<file path="src/rtl/cpu_pkg.sv">
// Shared CPU front-end definitions: opcode encodings, opcode field position,
// fetch FSM states and the decoder result type.
package cpu_pkg;

    localparam int OPCODE_MSB = 31;
    localparam int OPCODE_LSB = 26;

    localparam logic [5:0] OP_ADD  = 6'd4;
    localparam logic [5:0] OP_AND  = 6'd25;
    localparam logic [5:0] OP_MOVL = 6'd11;
    localparam logic [5:0] OP_MOVS = 6'd13;
    localparam logic [5:0] OP_JA   = 6'd14;
    localparam logic [5:0] OP_CMP  = 6'd59;

    typedef enum logic [1:0] {
        FETCH = 2'd0,
        HOLD  = 2'd1,
        DRAIN = 2'd2
    } fetch_state_t;

    typedef struct packed {
        logic [63:0] onehot;
        logic        illegal;
    } dec_t;

endpackage

</file>
<file path="src/rtl/opcode_decoder.sv">
// Combinational 6-to-64 one-hot opcode decode with an unsupported-opcode flag.
module opcode_decoder
    import cpu_pkg::*;
(
    input  logic [5:0] opcode,
    output dec_t       dec
);

    always_comb begin
        dec.onehot  = 64'd1 << opcode;
        dec.illegal = !(opcode inside {OP_ADD, OP_AND, OP_MOVL, OP_MOVS, OP_JA, OP_CMP});
    end

endmodule

</file>
<file path="src/rtl/fetch_decode_stage.sv">
// Front-end fetch/decode stage: PC, imem req/ack handshake, instruction latch,
// one-hot opcode decode, stall hold and jump redirect with in-flight squash.
module fetch_decode_stage
    import cpu_pkg::*;
#(
    parameter logic [31:0] RESET_PC = 32'h0000_0000,
    parameter int unsigned PC_STEP  = 4
) (
    input  logic        clk,
    input  logic        reset,
    output logic        imem_req,
    output logic [31:0] imem_addr,
    input  logic        imem_ack,
    input  logic [31:0] imem_rdata,
    input  logic        stall,
    input  logic        redirect,
    input  logic [31:0] redirect_pc,
    output logic [63:0] op_onehot,
    output logic [31:0] instr_out,
    output logic [31:0] pc_out,
    output logic        dec_valid,
    output logic        illegal_op
);

    fetch_state_t state, state_nxt;
    logic [31:0]  pc;
    logic [31:0]  tgt;
    logic         run;
    logic         accept;
    logic         consume;
    logic         pending;
    dec_t         dec;

    opcode_decoder u_dec (
        .opcode (imem_rdata[OPCODE_MSB:OPCODE_LSB]),
        .dec    (dec)
    );

    // run gates the request so it stays low through reset and rises one cycle later
    assign imem_req  = run && (state != HOLD);
    assign imem_addr = pc;
    assign pending   = imem_req && !imem_ack;
    assign accept    = imem_req && imem_ack && (state == FETCH) && !redirect;
    assign consume   = dec_valid && !stall;

    always_comb begin
        state_nxt = state;
        if (redirect) begin
            state_nxt = pending ? DRAIN : FETCH;
        end else begin
            case (state)
                FETCH:   if (accept) state_nxt = stall ? HOLD : FETCH;
                HOLD:    if (!stall) state_nxt = FETCH;
                DRAIN:   if (imem_ack) state_nxt = FETCH;
                default: state_nxt = FETCH;
            endcase
        end
    end

    always_ff @(posedge clk or posedge reset) begin
        if (reset) begin
            state      <= FETCH;
            run        <= 1'b0;
            pc         <= RESET_PC;
            tgt        <= RESET_PC;
            dec_valid  <= 1'b0;
            op_onehot  <= '0;
            illegal_op <= 1'b0;
            instr_out  <= '0;
            pc_out     <= '0;
        end else begin
            run   <= 1'b1;
            state <= state_nxt;
            if (redirect) begin
                dec_valid  <= 1'b0;
                op_onehot  <= '0;
                illegal_op <= 1'b0;
                // keep pc as the live address until the outstanding request is acked
                if (pending) tgt <= redirect_pc;
                else         pc  <= redirect_pc;
            end else if (accept) begin
                instr_out  <= imem_rdata;
                pc_out     <= pc;
                op_onehot  <= dec.onehot;
                illegal_op <= dec.illegal;
                dec_valid  <= 1'b1;
                pc         <= pc + 32'(PC_STEP);
            end else begin
                if (state == DRAIN && imem_ack) pc <= tgt;
                if (consume) begin
                    dec_valid  <= 1'b0;
                    op_onehot  <= '0;
                    illegal_op <= 1'b0;
                end
            end
        end
    end

endmodule
</file>
<file path="config.mk">
export PLATFORM = sky130hd
export DESIGN_NAME = fetch_decode_stage
export DESIGN_NICKNAME = d
export VERILOG_FILES = /design/src/rtl/cpu_pkg.sv /design/src/rtl/opcode_decoder.sv /design/src/rtl/fetch_decode_stage.sv
export SDC_FILE = /design/constraint.sdc
export NUM_CORES = 1
export LEC_CHECK = 0
export ABC_AREA = 0
export CORE_MARGIN = 10
export CORE_UTILIZATION = 49
export DETAILED_ROUTE_END_ITERATION = 7
export PLACE_DENSITY = 0.92
export SLEW_MARGIN = 5
export SYNTH_ARGS = -nofsm -noshare
export SYNTH_HDL_FRONTEND = slang
export SYNTH_HIERARCHICAL = 1
export SYNTH_SLANG_ARGS = --single-unit
</file>
<file path="constraint.sdc">
create_clock -name clk -period 8.52 [get_ports clk]
set_input_delay 0.852 -clock clk [delete_from_list [all_inputs] [get_ports clk]]
set_output_delay 0.852 -clock clk [all_outputs]
set_load 0.01 [all_outputs]
</file>
# == After elaboration in Yosys (flattened, before gate mapping) ==
# Cells that the tools add are included.
# classes
mux,19
n_shift,1
add_sub_neg,1
n_reduce_logical,19
mul,0
n_lt_le_gt_ge,0
bitwise_logic,1
n_div,0
eq_ne,13
# op_table
op,count
64-bit 2-to-1 mux,3
32-bit 2-to-1 mux,4
1-bit by 6-bit left shift with 64-bit output (first input constant),1
32-bit by 3-bit adder with 32-bit output (second input constant),1
6-bit by 4-bit == test with 1-bit output (second input constant),3
2-bit 2-to-1 mux,5
3-bit != test (second input constant),3
1-bit logical AND,7
6-bit by 3-bit == test with 1-bit output (second input constant),1
6-bit by 5-bit == test with 1-bit output (second input constant),1
6-bit == test (second input constant),1
1-bit 2-to-1 mux,6
2-bit case mux with 3 select lines,1
2-bit AND reduction,3
3-bit nonzero test,2
6-bit nonzero test,1
1-bit logical NOT,4
3-bit AND reduction,1
2-bit by 1-bit == test with 1-bit output (second input constant),1
2-bit == test (second input constant),1
2-bit logical NOT,1
2-bit by 1-bit != test with 1-bit output (second input constant),1
2-bit != test (second input constant),1
1-bit inverter,1
# totals
memories,0
out_inout_bits,163
wordCells,63
mem_bits_rw,0
latchBits,0
mem_bits_ro,0
register_bits,197

# == Depth between registers and ports, before layout ==
# Gate-level depths: netlist (run 1).
# depth
ltp_word,8
ltp_mapped,7
ltp_nobuf,6

# == By module ==
# The synthesis (run 1) kept the hierarchy.
# modules_own_cells
mod,cells_per_inst,n_inst,area_each_um2
fetch_decode_stage,806,1,8453.1
opcode_decoder,106,1,494.2

# == Worst setup path after synthesis (run 1) ==
# No wires, ideal clock.
# synth_path
path_type,input to register
startpoint,input imem_ack
endpoint,"register pc[22], in the netlist imem_addr[22]"
setup_time_ns,0.137
path_stages,6
arrival_ns,1.900
setup_slack_ns,6.483
n_path_buf,2
cell_sequence,and4bb_2 > buf_2 > nand2_1 > buf_2 > o41ai_1 > a21oi_1
# synth_via
elab_chain_len,5
elab_cells_between_ends,11
classes_between,eq/ne: 1; mux: 2; reduce/logical: 8
# synth_rtl
item,line,rtl
from (decl),fetch_decode_stage.sv:13,"input logic imem_ack,"
1-bit logical AND (3 in series),fetch_decode_stage.sv:43,assign accept = imem_req && imem_ack && (state == FETCH) && !redirect;
3-bit nonzero test (no line) / 32-bit 2-to-1 mux (equally long branches),n/a,
2-bit AND reduction (no line) / 32-bit 2-to-1 mux (equally long branches),n/a,
to (signal assigned),fetch_decode_stage.sv:80,else pc <= redirect_pc;
to (signal assigned),fetch_decode_stage.sv:87,pc <= pc + 32'(PC_STEP);
to (signal assigned),fetch_decode_stage.sv:89,if (state == DRAIN && imem_ack) pc <= tgt;
to (decl),fetch_decode_stage.sv:26,logic [31:0] pc;
# Several ways; a longest one is shown, not always the timed one.
# A chain may end at the register's enable or synchronous reset.

# == Final worst setup path (run 1) ==
# layout_path
startpoint,input imem_ack
endpoint,"register pc[27], in the netlist imem_addr[27]"
# The elaborated chain is that of the path after synthesis.

==> results of run 1 <==
[stage by stage]
step                      utilization  std cells  hold WS, ns
after global placement          0.627       1314        0.455
after global routing            0.659       1346        0.490
after floorplan                     -        912        0.471
final                           0.659       1346        0.474
after CTS                       0.659       1346        0.479
after detailed placement        0.627       1314        0.461
[per-layer routing]
metal | vias to the layer above | global-route usage | routed length, um
met5 | - | 0 | 0
met1 | 3985 | 0.292 | 11300
met4 | 0 | 0.106 | 1220
met2 | 435 | 0.355 | 13300
met3 | 72 | 0.0645 | 2590
li1 | 3551 | - | -
[sequential cells by signal, summed over array words and instances, names as in the netlist]
name / flops
op_onehot: 64
instr_out: 32
dec_valid: 1
imem_addr: 32
state: 2
run: 1
illegal_op: 1
tgt: 32
pc_out: 32
[worst max path at each step]
stage,start,endpoint,slack [ns]
floorplan,reset,dec_valid,2.30
global placement,imem_ack,imem_addr[24],4.57
detailed placement,imem_ack,imem_addr[27],4.45
CTS,imem_ack,imem_addr[27],4.82
global route,imem_ack,imem_addr[27],4.52
finish,imem_ack,imem_addr[27],4.74
[Yosys cell counts, drive strengths merged, types with 3 or more instances]
library cell,number,area [um2]
nand2,234,878
dfrtp,197,4930
nor2,86,323
a22o,66,578
a21oi,43,215
o21ai,43,215
buf,40,272
mux2,32,360
clkbuf,27,103
nand4,14,109
nand3,12,60.1
or3,11,68.8
inv,8,30.0
nor3,7,46.3
nor4,6,50.0
a31oi,5,31.3
a221oi,4,35.0
and3,4,25.0
and4,4,36.3
mux2i,4,40.0
nand2b,4,25.0
o211ai,4,30.0
o22ai,4,31.3
o31ai,4,30.0
a211oi,3,22.5
a2bb2oi,3,26.3
nor2b,3,26.3
o21a,3,22.5
o221ai,3,26.3
xor2,3,26.3
[worst register-to-register path: stages, from the launching register on]
cell	delay [ns]
dfrtp_1	0.44
nand4bb_1	0.22
buf_4	0.23
nor2_4	0.42
buf_4	0.53
buf_4	0.75
o21ai_0	0.29
a21oi_1	0.21
a31o_1	0.11
[power by group through the flow]
stage / Combinational (mW) / Sequential, mW / Clock, mW
floorplan: 0.243 / 1.22 / 0
global placement: 0.591 / 1.20 / 0
detailed placement: 0.607 / 1.21 / 0
CTS: 0.611 / 1.19 / 0.806
global route: 0.658 / 1.21 / 0.846
finish: 0.607 / 1.19 / 0.795
[kinds of logic (layout without fill, tap and decap cells)]
group / after synthesis / in the layout / synth area share
simple gates: 396 / 396 / 0.195
compound gates: 201 / 201 / 0.158
flops: 197 / 197 / 0.551
buf+inv: 75 / 280 / 0.0452
mux: 36 / 36 / 0.0447
xor+xnor: 5 / 5 / 0.00490
fa+ha+maj: 1 / 1 / 0.00140
other cells: 1 / 1 / 0.000419
[area by class of cell]
class / count / share of cell area
clock buffer: 18 / 0.0371
clock inverter: 14 / 0.0119
inverter: 8 / 0.00317
multi-input combinational: 640 / 0.307
sequential: 197 / 0.416
tap: 229 / 0.0242
timing repair buffer: 240 / 0.201
==> out/results.txt, run 1 <==
Hold Crit Class -> reg2reg
pre-CTS WS -> 4.45 ns
final wirelength -> 28400 um
Final #Nets -> 1174
Die X -> 155 um
Net Count, Synth -> 982
worst-margin pin slew -> 1.21 ns
routed length per instance -> 21.1 um
CTS tree -> done
Sink Count -> 197
hold_buf cts -> 0
Post-CTS Resized -> 0
crit-path max cell delay -> 0.72 ns
switching pwr -> 800 uW
Worst Hold End -> pc_out[21]
top_reg_cell synth -> dfrtp_1
Synth Instances -> 912
via count -> 8043
post-route DRC violation count -> 0
# setup viols final -> 0
critical path's most frequent cell -> buf_4
port buffer count -> 231
I/O pins -> 232
Fillers -> 1379
slowest CP cell -> buf_4
Multi-input gate area -> 3630 um2
clock skew -> 0.0131 ns
slew margin rel. -> 0.194
Clk pin slew, worst setup/hold paths -> 0.07 ns
Inserted Clock Buffers -> 17
RSZ-0062 raised after global routing -> no
switching power share of the total -> 0.308
Via density -> 5.98
Placed Area -> 11300 um2
Pwr Density -> 219 nW/um2
first-pass GRT wire length -> 44200 um
root buffer cell -> clkbuf_16
initial antenna violation count -> 0
dpl hpwl -> 19800 um
status -> completed
Crit. End Element -> flop
share of post-route cells with drive strength above 1 -> 0.0797
vias in the first global route -> 7706
hold depth -> 2
clock share of power -> 0.306
Sum Neg Setup Slack -> 0 ns
die area -> 24100 um2
Routed Antenna Nets -> 0
maximum vdd drop -> 0.143 mV
Final Power -> 2.60 mW
synth unique cells -> 67
max-cap viol count -> 0
RR Endpoint -> imem_addr[27]
HP Start -> pc_out[21]
Initial Util -> 0.498
Crit Reg-Reg Startpoint -> state[1]
GRT Total Usage -> 0.229
CORE AREA -> 18000 um2
Reg power frac -> 0.460
synth-to-layout area growth -> 32.3%
Worst Path Max Fanout -> 79
CTS max path bufs -> 2
Post-CTS Setup Inserts -> 0
Post-synth EDFFs -> 0
combinational share of power -> 0.234
CP top delay family -> buffers and inverters
Critical Path AT -> 4.15 ns
largest net degree at the start of global routing -> 112
Register-to-Register Path Depth -> 8
Leakage -> 5.23 nW
most common cell after layout, fill and taps aside -> nand2_1
first-pass iteration count of the detailed router -> 5
crit-path cells -> clkdlybuf4s50_1, nand4bb_1, buf_4, nor2_4, buf_4, buf_4, o21ai_0, a21oi_1, a31o_1
part of the Yosys area used for sequential elements -> 0.551
gpl congestion -> 0.905
grt total ovfl -> 0
CP Launch Type -> primary input
initial DRC count -> 935
n_diodes -> 0
commonest non-fill, non-tap cells in the layout -> nand2_1, clkdlybuf4s50_1, dfrtp_1, nor2_1, a22o_1
Internal -> 1.80 mW
mapped cell area -> 8950 um2
Crit Path Category -> in2reg
Clock H-tree levels -> 4
fin crit share -> 0.443
flop-to-flop setup slack -> 5.25 ns
slack of the critical path -> 4.74 ns
Hold Violations, Final -> 0
CP required -> 8.89 ns
Worst Path Buf+Inv -> 4
Worst path depth -> 9
Syn. warnings -> 6
FF/Latch Area -> 4930 um2
Chip Height -> 155 um
max-slew violations -> 0
fin crit period -> 3.78 ns
FF+latch count, synth -> 197
ys async rst share -> 1.00
Site Rows -> 49
Max Clock Freq -> 265 MHz
final instance area -> 11800 um2
mean post-synth cell area -> 9.81 um2
worst skew pair latency -> 0.44 ns
Power figures use the tool's default switching activity.
==> inputs of run 2 (changes only) <==
- clock period: 8.52 -> 3.5 ns (I/O delays scaled with it)
==> run 2 against run 1 <==
Compared with the run above:
- via count increased by 0.67%
- routed wire length increased by 1.2%
- combinational power increased by 150%
- power increased by 150%
- critical path type is now reg2reg
- clock power increased by 150%
- largest power group unchanged
- final area increased by 0.91%
- clock-buffer cell count decreased by 1
- die area unchanged
==> out/results.txt, run 2 (synthesized netlist as in run 1, its figures left out) <==
status -> completed
die area -> 24100 um2 (unchanged)
crit-path cells -> ha_1, nand4_1, or4_4, nor3_4, xor2_1, a221o_1
via count -> 8097 (+0.67%)
CP Launch Type -> flop
worst-margin pin slew -> 0.915 ns (-0.294 ns)
slowest CP cell -> or4_4
RSZ-0062 raised after global routing -> no
Hold Violations, Final -> 0 (unchanged)
Leakage -> 5.28 nW (+1.1%)
Internal -> 4.43 mW (+150%)
Via density -> 5.96 (-0.22%)
Clock H-tree levels -> 4 (unchanged)
Routed Antenna Nets -> 0 (unchanged)
Post-CTS Setup Inserts -> 0 (unchanged)
fin crit period -> 2.35 ns
Sum Neg Setup Slack -> 0 ns (unchanged)
share of post-route cells with drive strength above 1 -> 0.0870 (+0.00736)
Max Clock Freq -> 425 MHz
CORE AREA -> 18000 um2 (unchanged)
Worst Path Buf+Inv -> 0 (-4)
clock skew -> 0.00729 ns (-0.00578 ns)
Hold Crit Class -> in2async
switching pwr -> 1.95 mW (+140%)
port buffer count -> 231 (unchanged)
Multi-input gate area -> 3630 um2 (unchanged)
first-pass GRT wire length -> 44900 um (+1.5%)
Clk pin slew, worst setup/hold paths -> 0.08 ns (about the same)
largest net degree at the start of global routing -> 98 (-13%)
clock share of power -> 0.309 (+0.003)
Hold WS -> 0.367 ns (-0.108 ns)
Final Non-Filler Cells -> 1358 (+0.89%)
switching power share of the total -> 0.305 (-0.00290)
most common cell after layout, fill and taps aside -> nand2_1
max-cap viol count -> 0 (unchanged)
fin crit share -> 0.672
GRT Total Usage -> 0.232 (+0.00266)
combinational share of power -> 0.235 (about the same)
Sink Count -> 197 (unchanged)
slew margin rel. -> 0.388 (+0.194)
Initial Util -> 0.498 (unchanged)
Crit. End Element -> flop
Final #Nets -> 1183 (+0.77%)
gpl congestion -> 0.905 (about the same)
root buffer cell -> clkbuf_16
vias in the first global route -> 7836 (+1.7%)
grt total ovfl -> 0 (unchanged)
routed length per instance -> 21.2 um (+0.27%)
CTS tree -> done
Largest register FFs -> 64 (unchanged)
Critical Path AT -> 2.67 ns (-1.48 ns)
FF/Latch Area -> 4930 um2 (unchanged)
Reg with most FFs -> op_onehot
I/O pins -> 232 (unchanged)
synth-to-layout area growth -> 33.5%
CP top delay family -> simple AND/OR/NAND/NOR gates
CP required -> 3.82 ns (-5.07 ns)
Crit Path Category -> reg2reg
Die X -> 155 um (unchanged)
crit-path max cell delay -> 0.54 ns (-0.18 ns)
CTS max path bufs -> 2 (unchanged)
commonest non-fill, non-tap cells in the layout -> nand2_1, clkdlybuf4s50_1, dfrtp_1, nor2_1, a22o_1
maximum vdd drop -> 0.327 mV (+130%)
Fillers -> 1277 (-7.4%)
initial DRC count -> 1214 (+30%)
Reg power frac -> 0.456 (-0.004)
final wirelength -> 28800 um (+1.2%)
worst skew pair latency -> 0.43 ns (about the same)
Chip Height -> 155 um (unchanged)
first-pass iteration count of the detailed router -> 5 (unchanged)
Placed Instances -> 1323 (+0.68%)
initial antenna violation count -> 4 (+4)
dpl hpwl -> 20400 um (+2.5%)
# setup viols final -> 0 (unchanged)
max-slew violations -> 0 (unchanged)
Post-CTS Resized -> 0 (unchanged)
post-route DRC violation count -> 0 (unchanged)
Inserted Clock Buffers -> 17 (unchanged)
Site Rows -> 49 (unchanged)
hold_buf cts -> 0 (unchanged)
Pwr Density -> 534 nW/um2 (+140%)
Worst Path Max Fanout -> 8 (-90%)
-- run 2: cell types whose count changed in the layout (fill, tap and decap cells not counted) --
cell,delta
diode_2,+3
buf_4,+7
inv_6,+2
clkbuf_8,-1
bufinv_16,+1
clkinv_2,+1
clkinv_4,-1
buf_12,+2
inv_8,-2
-- run 2: metal layers --
| layer | routed length (um) | global-route usage |
|---|---|---|
| met1 | 11300 | 0.300 |
| met2 | 13200 | 0.349 |
| met3 | 2850 | 0.0640 |
| met4 | 1380 | 0.119 |
| met5 | 13 | 0 |
-- run 2: cell type report --
cell class                      count  area share
Multi-Input combinational cell    640       0.304
Sequential cell                   197       0.413
Inverter                            8     0.00283
Timing Repair Buffer              249       0.207
Clock buffer                       17      0.0356
Clock inverter                     15      0.0139
Antenna cell                        3    0.000628
Tap cell                          229      0.0240
-- run 2: stage by stage --
stage	power, mW	util	instance area, um2	worst slack (ns)
global placement	4.37	0.632	11300	0.931
floorplan	3.57	-	8950	0.604
finish	6.38	0.665	11900	1.15
detailed placement	4.43	0.632	11300	0.843
CTS	6.40	0.665	11900	1.22
global route	6.65	0.665	11900	1.03
-- run 2: power by group through the flow --
stage | registers, mW | clock network [mW] | logic [mW]
finish | 2.91 | 1.97 | 1.50
global route | 2.95 | 2.08 | 1.62
CTS | 2.90 | 1.99 | 1.50
detailed placement | 2.94 | 0 | 1.49
global placement | 2.92 | 0 | 1.45
floorplan | 2.98 | 0 | 0.591
-- run 2: path summary, 6_finish.rpt --
check / start / to / slack, ns / cells after the start
max: imem_addr[2] / imem_addr[24] / 1.15 / 6
min: reset / op_onehot[15] / 0.37 / 2
max reg2reg: imem_addr[2] / imem_addr[24] / 1.15 / 6
min reg2reg: instr_out[3] / instr_out[3] / 0.47 / 2
max in group asynchronous: reset / op_onehot[7] / 2.17 / 3
min in group clk: imem_rdata[24] / instr_out[24] / 0.44 / 3
-- run 2: worst reg2reg max path: cells and delay by family (launching register included) --
family	cells	cell delay, ns
and+or+nand+nor	3	0.95
DFF	1	0.53
adders and majority gates	1	0.37
AOI/OAI and AO/OA	1	0.30
xor gates and xnor gates	1	0.09
